### src/rtl/wb_store_buffer_pkg.sv
// Shared types for the writeback store buffer: size encodings, drain FSM
// states and the store-entry record.
package wb_store_buffer_pkg;

   localparam int SB_AW = 32;
   localparam int SB_DW = 32;

   localparam logic [1:0] SZ_BYTE  = 2'b00;
   localparam logic [1:0] SZ_WORD  = 2'b01;
   localparam logic [1:0] SZ_DWORD = 2'b10;

   typedef enum logic [1:0] {
      ST_IDLE  = 2'd0,
      ST_BUSY  = 2'd1,
      ST_DRAIN = 2'd2
   } sb_state_e;

   typedef struct packed {
      logic [SB_AW-1:0] addr;
      logic [SB_DW-1:0] data;
      logic [1:0]       size;
   } sb_entry_t;

   // The reserved size code is stored as a dword so the dcache never sees it.
   function automatic logic [1:0] sb_norm_size(input logic [1:0] s);
      return (s == 2'b11) ? SZ_DWORD : s;
   endfunction

endpackage

### src/rtl/wb_store_buffer_addr_match.sv
// sb_addr_match: per-entry dword-granular address comparators plus the index
// of the youngest matching entry (age measured from the read pointer).
module sb_addr_match #(
   parameter int DEPTH = 4,
   parameter int AW    = 32,
   parameter int IW    = $clog2(DEPTH)
) (
   input  logic [DEPTH-1:0][AW-1:0] ent_addr_i,
   input  logic [DEPTH-1:0]         ent_vld_i,
   input  logic [IW-1:0]            rd_ptr_i,
   input  logic [AW-1:0]            ld_addr_i,
   output logic [DEPTH-1:0]         match_o,
   output logic [IW-1:0]            young_idx_o
);

   logic [IW-1:0] idx;

   for (genvar g = 0; g < DEPTH; g++) begin : g_cmp
      assign match_o[g] = ent_vld_i[g] && (ent_addr_i[g][AW-1:2] == ld_addr_i[AW-1:2]);
   end

   // Walk from oldest to newest; the last hit seen is the youngest.
   always_comb begin
      idx         = '0;
      young_idx_o = '0;
      for (int k = 0; k < DEPTH; k++) begin
         idx = rd_ptr_i + IW'(k);
         if (match_o[idx]) young_idx_o = idx;
      end
   end

endmodule

### src/rtl/wb_store_buffer.sv
// Writeback store buffer: DEPTH-entry FIFO of retired stores drained to the
// dcache with a valid/ack handshake, load-conflict check and halt drain.
// Optional store-to-load forwarding: define WB_STORE_FWD_EN.
module wb_store_buffer
   import wb_store_buffer_pkg::*;
#(
   parameter int DEPTH = 4,
   parameter int AW    = SB_AW,
   parameter int DW    = SB_DW
) (
   input  logic          CLK,
   input  logic          CLR,
   input  logic          v_ex_dcache_write,
   input  logic [AW-1:0] wb_st_addr,
   input  logic [DW-1:0] wb_st_data,
   input  logic [1:0]    wb_st_size,
   input  logic          wb_halt_all,
   input  logic [AW-1:0] ld_chk_addr,
   input  logic          ld_chk_v,
   input  logic          dc_wr_ack,
   output logic          sb_req_valid,
   output logic [AW-1:0] sb_req_addr,
   output logic [DW-1:0] sb_req_data,
   output logic [1:0]    sb_req_size,
   output logic          sb_stall_wb,
   output logic          sb_ld_conflict,
   output logic          sb_drained,
   output logic          sb_overflow_err
`ifdef WB_STORE_FWD_EN
   ,
   output logic          sb_fwd_hit,
   output logic [DW-1:0] sb_fwd_data
`endif
);

   localparam int IW = $clog2(DEPTH);
   localparam int CW = IW + 1;

   logic [DEPTH-1:0][AW-1:0] addr_q;
   logic [DEPTH-1:0][DW-1:0] data_q;
   logic [DEPTH-1:0][1:0]    size_q;
   logic [DEPTH-1:0]         vld_q;
   logic [IW-1:0]            wr_ptr_q, rd_ptr_q;
   logic [CW-1:0]            cnt_q;
   logic                     ovf_q, armed_q, drained_q;
   sb_state_e                state_q;

   logic full, push, pop;
   logic [DEPTH-1:0] match;

   assign full  = (cnt_q == CW'(DEPTH));
   assign push  = v_ex_dcache_write && !full;
   assign pop   = (cnt_q != '0) && dc_wr_ack;

   assign sb_req_valid    = (cnt_q != '0);
   assign sb_req_addr     = sb_req_valid ? addr_q[rd_ptr_q] : '0;
   assign sb_req_data     = sb_req_valid ? data_q[rd_ptr_q] : '0;
   assign sb_req_size     = sb_req_valid ? size_q[rd_ptr_q] : '0;
   assign sb_stall_wb     = full;
   assign sb_drained      = drained_q;
   assign sb_overflow_err = ovf_q;

`ifdef WB_STORE_FWD_EN
   logic [IW-1:0] young;
   logic          exact;
`else
   logic [IW-1:0] young_unused;
`endif

   sb_addr_match #(.DEPTH(DEPTH), .AW(AW), .IW(IW)) u_match (
      .ent_addr_i  (addr_q),
      .ent_vld_i   (vld_q),
      .rd_ptr_i    (rd_ptr_q),
      .ld_addr_i   (ld_chk_addr),
      .match_o     (match),
`ifdef WB_STORE_FWD_EN
      .young_idx_o (young)
`else
      .young_idx_o (young_unused)
`endif
   );

`ifdef WB_STORE_FWD_EN
   // Forward only when the youngest overlapping store covers the load exactly.
   assign exact          = (addr_q[young] == ld_chk_addr) && (size_q[young] == SZ_DWORD);
   assign sb_fwd_hit     = ld_chk_v && (|match) && exact;
   assign sb_fwd_data    = sb_fwd_hit ? data_q[young] : '0;
   assign sb_ld_conflict = ld_chk_v && (|match) && !exact;
`else
   assign sb_ld_conflict = ld_chk_v && (|match);
`endif

   // Entry storage and valid bits; push writes at the tail, pop clears the head.
   always_ff @(posedge CLK or negedge CLR) begin
      if (!CLR) begin
         addr_q <= '0;
         data_q <= '0;
         size_q <= '0;
         vld_q  <= '0;
      end else begin
         if (pop) vld_q[rd_ptr_q] <= 1'b0;
         if (push) begin
            addr_q[wr_ptr_q] <= wb_st_addr;
            data_q[wr_ptr_q] <= wb_st_data;
            size_q[wr_ptr_q] <= sb_norm_size(wb_st_size);
            vld_q[wr_ptr_q]  <= 1'b1;
         end
      end
   end

   // Pointers wrap naturally at DEPTH (power of two); count tracks occupancy.
   always_ff @(posedge CLK or negedge CLR) begin
      if (!CLR) begin
         wr_ptr_q <= '0;
         rd_ptr_q <= '0;
         cnt_q    <= '0;
      end else begin
         if (push) wr_ptr_q <= wr_ptr_q + 1'b1;
         if (pop)  rd_ptr_q <= rd_ptr_q + 1'b1;
         case ({push, pop})
            2'b10:   cnt_q <= cnt_q + 1'b1;
            2'b01:   cnt_q <= cnt_q - 1'b1;
            default: cnt_q <= cnt_q;
         endcase
      end
   end

   // Sticky error, halt arming and registered drained flag.
   always_ff @(posedge CLK or negedge CLR) begin
      if (!CLR) begin
         ovf_q     <= 1'b0;
         armed_q   <= 1'b0;
         drained_q <= 1'b0;
      end else begin
         ovf_q     <= ovf_q | (v_ex_dcache_write && full) | (push && wb_st_size == 2'b11);
         armed_q   <= armed_q | wb_halt_all;
         drained_q <= armed_q && (cnt_q == '0);
      end
   end

   // Drain controller: DRAIN once halt is armed, still accepting pushes.
   always_ff @(posedge CLK or negedge CLR) begin
      if (!CLR) begin
         state_q <= ST_IDLE;
      end else if (armed_q) begin
         state_q <= ST_DRAIN;
      end else begin
         case (state_q)
            ST_IDLE: if (push) state_q <= ST_BUSY;
            ST_BUSY: if (pop && !push && cnt_q == CW'(1)) state_q <= ST_IDLE;
            default: state_q <= state_q;
         endcase
      end
   end

endmodule

### config.mk
export PLATFORM = sky130hd
export DESIGN_NAME = wb_store_buffer
export DESIGN_NICKNAME = d
export VERILOG_FILES = /design/src/rtl/wb_store_buffer_pkg.sv /design/src/rtl/wb_store_buffer_addr_match.sv /design/src/rtl/wb_store_buffer.sv
export SDC_FILE = /design/constraint.sdc
export NUM_CORES = 1
export LEC_CHECK = 0
export CAP_MARGIN = 20
export CORE_MARGIN = 8
export CORE_UTILIZATION = 65
export CTS_CLUSTER_DIAMETER = 60
export DETAILED_ROUTE_END_ITERATION = 16
export DONT_BUFFER_PORTS = 1
export PLACE_DENSITY = 0.92
export SETUP_SLACK_MARGIN = 0.02
export SLEW_MARGIN = 20
export SYNTH_ARGS = -nofsm -noshare
export SYNTH_HDL_FRONTEND = slang
export SYNTH_SLANG_ARGS = --single-unit
### constraint.sdc
create_clock -name CLK -period 3.7 [get_ports CLK]
set_input_delay 0.74 -clock CLK [delete_from_list [all_inputs] [get_ports CLK]]
set_output_delay 0.74 -clock CLK [all_outputs]
set_load 0.05 [all_outputs]
==> parameters.txt <==
Parameter                              Value

Synthesis
  Synthesis Warnings ... 0
  Area share of the largest cell type after synthesis ... 48.6%
  Synthesized netlist net count ... 1077
  Number of storage elements in the synthesis netlist ... 278
  Cell area after synthesis ... 14300 µm²
  Average instance area after synthesis ... 14.9 µm²
  Synth top area cells ... sky130_fd_sc_hd__dfrtp_1 49%, sky130_fd_sc_hd__mux2_2 15%, sky130_fd_sc_hd__mux4_2 10%, sky130_fd_sc_hd__mux2_4 7.1%, sky130_fd_sc_hd__xnor2_1 4.8%
  Distinct cells, synth ... 31
  Mapped Cells ... 963
  Sequential share of the synthesized area ... 48.6%
  Synth area leader ... sky130_fd_sc_hd__dfrtp_1

Die
  Core Region ... 21700 µm²
  Area enclosed by the die boundary ... 27000 µm²
  Die height ... 164 µm
  Std-Cell Rows ... 54
  Top-level port count ... 175
  Initial core utilization ... 66.0%
  Die X ... 164 µm

STA
  Final number of setup-violating endpoints ... 0
  Min Hold Slack ... -0.112 ns
  Sum of negative setup slack ... 0 ns
  Worst Skew ... 0.0161 ns
  Final min period ... 3.45 ns
  Final worst-path cycle share ... 93.3%
  Worst max-slew margin expressed relative to the limit ... 53.9%
  Number of hold-slack violations in the final timing report ... 142
  Fin. max-slew vios ... 0
  Worst slew pin tran ... 0.692 ns
  RSZ-0062 raised after global routing ... false
  Worst-case setup margin in the final layout ... 0.249 ns
  Highest clock frequency the design can meet ... 290 MHz

Outcome
  Violated checks ... negative hold slack
  Status ... complete, but fails checks

Global routing
  Antenna violations before repair ... 0
  Remaining Overflow, GRT ... 0
  Number of global-route vias before repair ... 8462
  Global Route Usage Sum ... 24.1%
  Global-route wire length before repair ... 50000 µm
  Maximum number of pins on one net before global-route repair ... 279

Worst setup path
  Critical path class ... flip-flop to output port
  Arr. time, crit path ... 2.71 ns
  Critical path required time ... 2.96 ns
  CP endpoint kind ... output port
  Max Fanout on Critical Path ... 3
  Nature of the critical path startpoint ... flip-flop

CTS
  Total CTS buffers ... 29
  Number of buffers added for setup after CTS ... 0
  Clock-pin slew reported for the worst setup and hold paths after clock tree synthesis ... 0.06 ns
  Clock insertion delay at the later pin of the skew report ... 0.56 ns
  Number of levels in the clock H-tree ... 1
  TritonCTS clock tree ... built
  Buffers from clock root to sink, at most ... 3
  Clk sink count ... 278
  Root cell of the clock tree ... sky130_fd_sc_hd__clkbuf_16
  Post_cts resized ... 0

Final layout
  Total area of multi-input combinational cells ... 6790 µm²
  Fraction of layout instances using a drive strength above 1 ... 41.2%
  Most common cell after layout, fill and taps aside ... sky130_fd_sc_hd__dfrtp_1
  Most frequent cells in the layout ... 276 x sky130_fd_sc_hd__dfrtp_1, 192 x sky130_fd_sc_hd__mux2_2, 79 x sky130_fd_sc_hd__xnor2_1
  Sequential Area ... 6960 µm²
  Number of diodes ... 0
  Net count of the finished layout ... 1054
  Fillcell total ... 1367
  Post-synthesis to final-layout area growth ... 6.83%

Route
  Aggregate routed wire length ... 32200 µm
  Number of detailed-route iterations in the first pass ... 5
  Residual DRC ... 0
  Via count ... 7788
  Ratio of routed vias to standard cells ... 6.27
  Routed wire length per instance ... 26.0 µm
  Violation count after the first detailed-routing iteration ... 681
  Number of nets with antenna violations after routing ... 0

Hold path
  Path category of the worst min-delay check ... input pin to asynchronous set/reset pin

Place
  GPL Wtd Cong ... 0.942
  Pre-CTS setup slack ... 0.743 ns
  DPL Wire Length ... 21400 µm
  Buffers added on ports ... 0

Flow run
  Number of maximum-capacitance violations ... 0
-- critical path, stage by stage, from the launching register on --
cell and delay, ns:
sky130_fd_sc_hd__dfrtp_1 0.40, sky130_fd_sc_hd__xnor2_1 0.38, sky130_fd_sc_hd__nand4_1 0.20, sky130_fd_sc_hd__nor4_1 0.43, sky130_fd_sc_hd__nand4_1 0.15, sky130_fd_sc_hd__a41oi_1 0.31, sky130_fd_sc_hd__buf_4 0.27
-- state kept, by name, indices dropped and copies added (netlist names) --
name             cells
wr_ptr_q             2
rd_ptr_q             2
sb_drained           1
sb_overflow_err      1
armed_q              1
addr_q             128
cnt_q                3
vld_q                4
size_q               8
data_q             128
-- through the flow --
step	util, %	cell area (µm²)	std cells	hold WS [ns]
after floorplan	-	14300	963	0.437
after global placement	66.0	14300	1189	0.451
after detailed placement	66.0	14300	1189	0.450
after CTS	70.5	15300	1242	-0.132
after global routing	70.5	15300	1242	-0.136
final	70.5	15300	1242	-0.112
-- cells by family after synthesis --
group	Yosys count	synth area share (%)
multiplexers	327	32.7
flip-flops	278	48.6
AND/OR/NAND/NOR	136	5.80
XOR/XNOR	125	7.65
buffers and inverters	78	3.91
adder cells (fa/ha/maj)	10	0.927
AO/OA/AOI/OAI	9	0.376
-- cell usage after synthesis (all sizes together) --
| cell | count |
|---|---|
| a21o | 2 |
| a41oi | 1 |
| and2 | 67 |
| buf | 40 |
| clkbuf | 28 |
| dfrtp | 278 |
| fa | 1 |
| ha | 9 |
| inv | 10 |
| mux2 | 260 |
| mux2i | 1 |
| mux4 | 66 |
| nand2 | 22 |
| nand2b | 1 |
| nand4 | 24 |
| nor2 | 2 |
| nor2b | 1 |
| nor3b | 1 |
| nor4 | 16 |
| o21ai | 6 |
| or2 | 1 |
| or3 | 1 |
| xnor2 | 79 |
| xor2 | 46 |
-- cell type report --
| cell class | instances | area share, % |
|---|---|---|
| well taps | 280 | 2.29 |
| inverters | 10 | 0.246 |
| multi-input cells | 607 | 44.4 |
| clock inverters | 13 | 1.08 |
| clock buffers | 40 | 5.28 |
| flip-flops and latches | 278 | 45.6 |
| repair buffers | 14 | 1.10 |
-- layer usage --
layer,GRT usage (%),part of all wire (%),vias to the layer above,wire [µm]
li1,-,-,3391,-
met1,31.0,39,4073,12700
met2,38.8,49,261,15800
met3,7.84,9.2,63,2960
met4,6.53,2.6,0,851
met5,0,0,-,0
-- path summary, 6_finish.rpt --
check	start	endpoint	slack (ns)	cells past startpoint
max	addr_q[98]	sb_ld_conflict	0.25	6
min	CLR	addr_q[115]	-0.11	0
max reg2reg	cnt_q[2]	addr_q[53]	1.09	6
min reg2reg	armed_q	armed_q	0.47	1
max in group asynchronous	CLR	rd_ptr_q[1]	3.17	0
min in group CLK	v_ex_dcache_write	sb_overflow_err	0.30	1
Power is left out: the tool's default activity adds up to more than one toggle a clock period on the data nets, which glitch-free logic cannot reach.
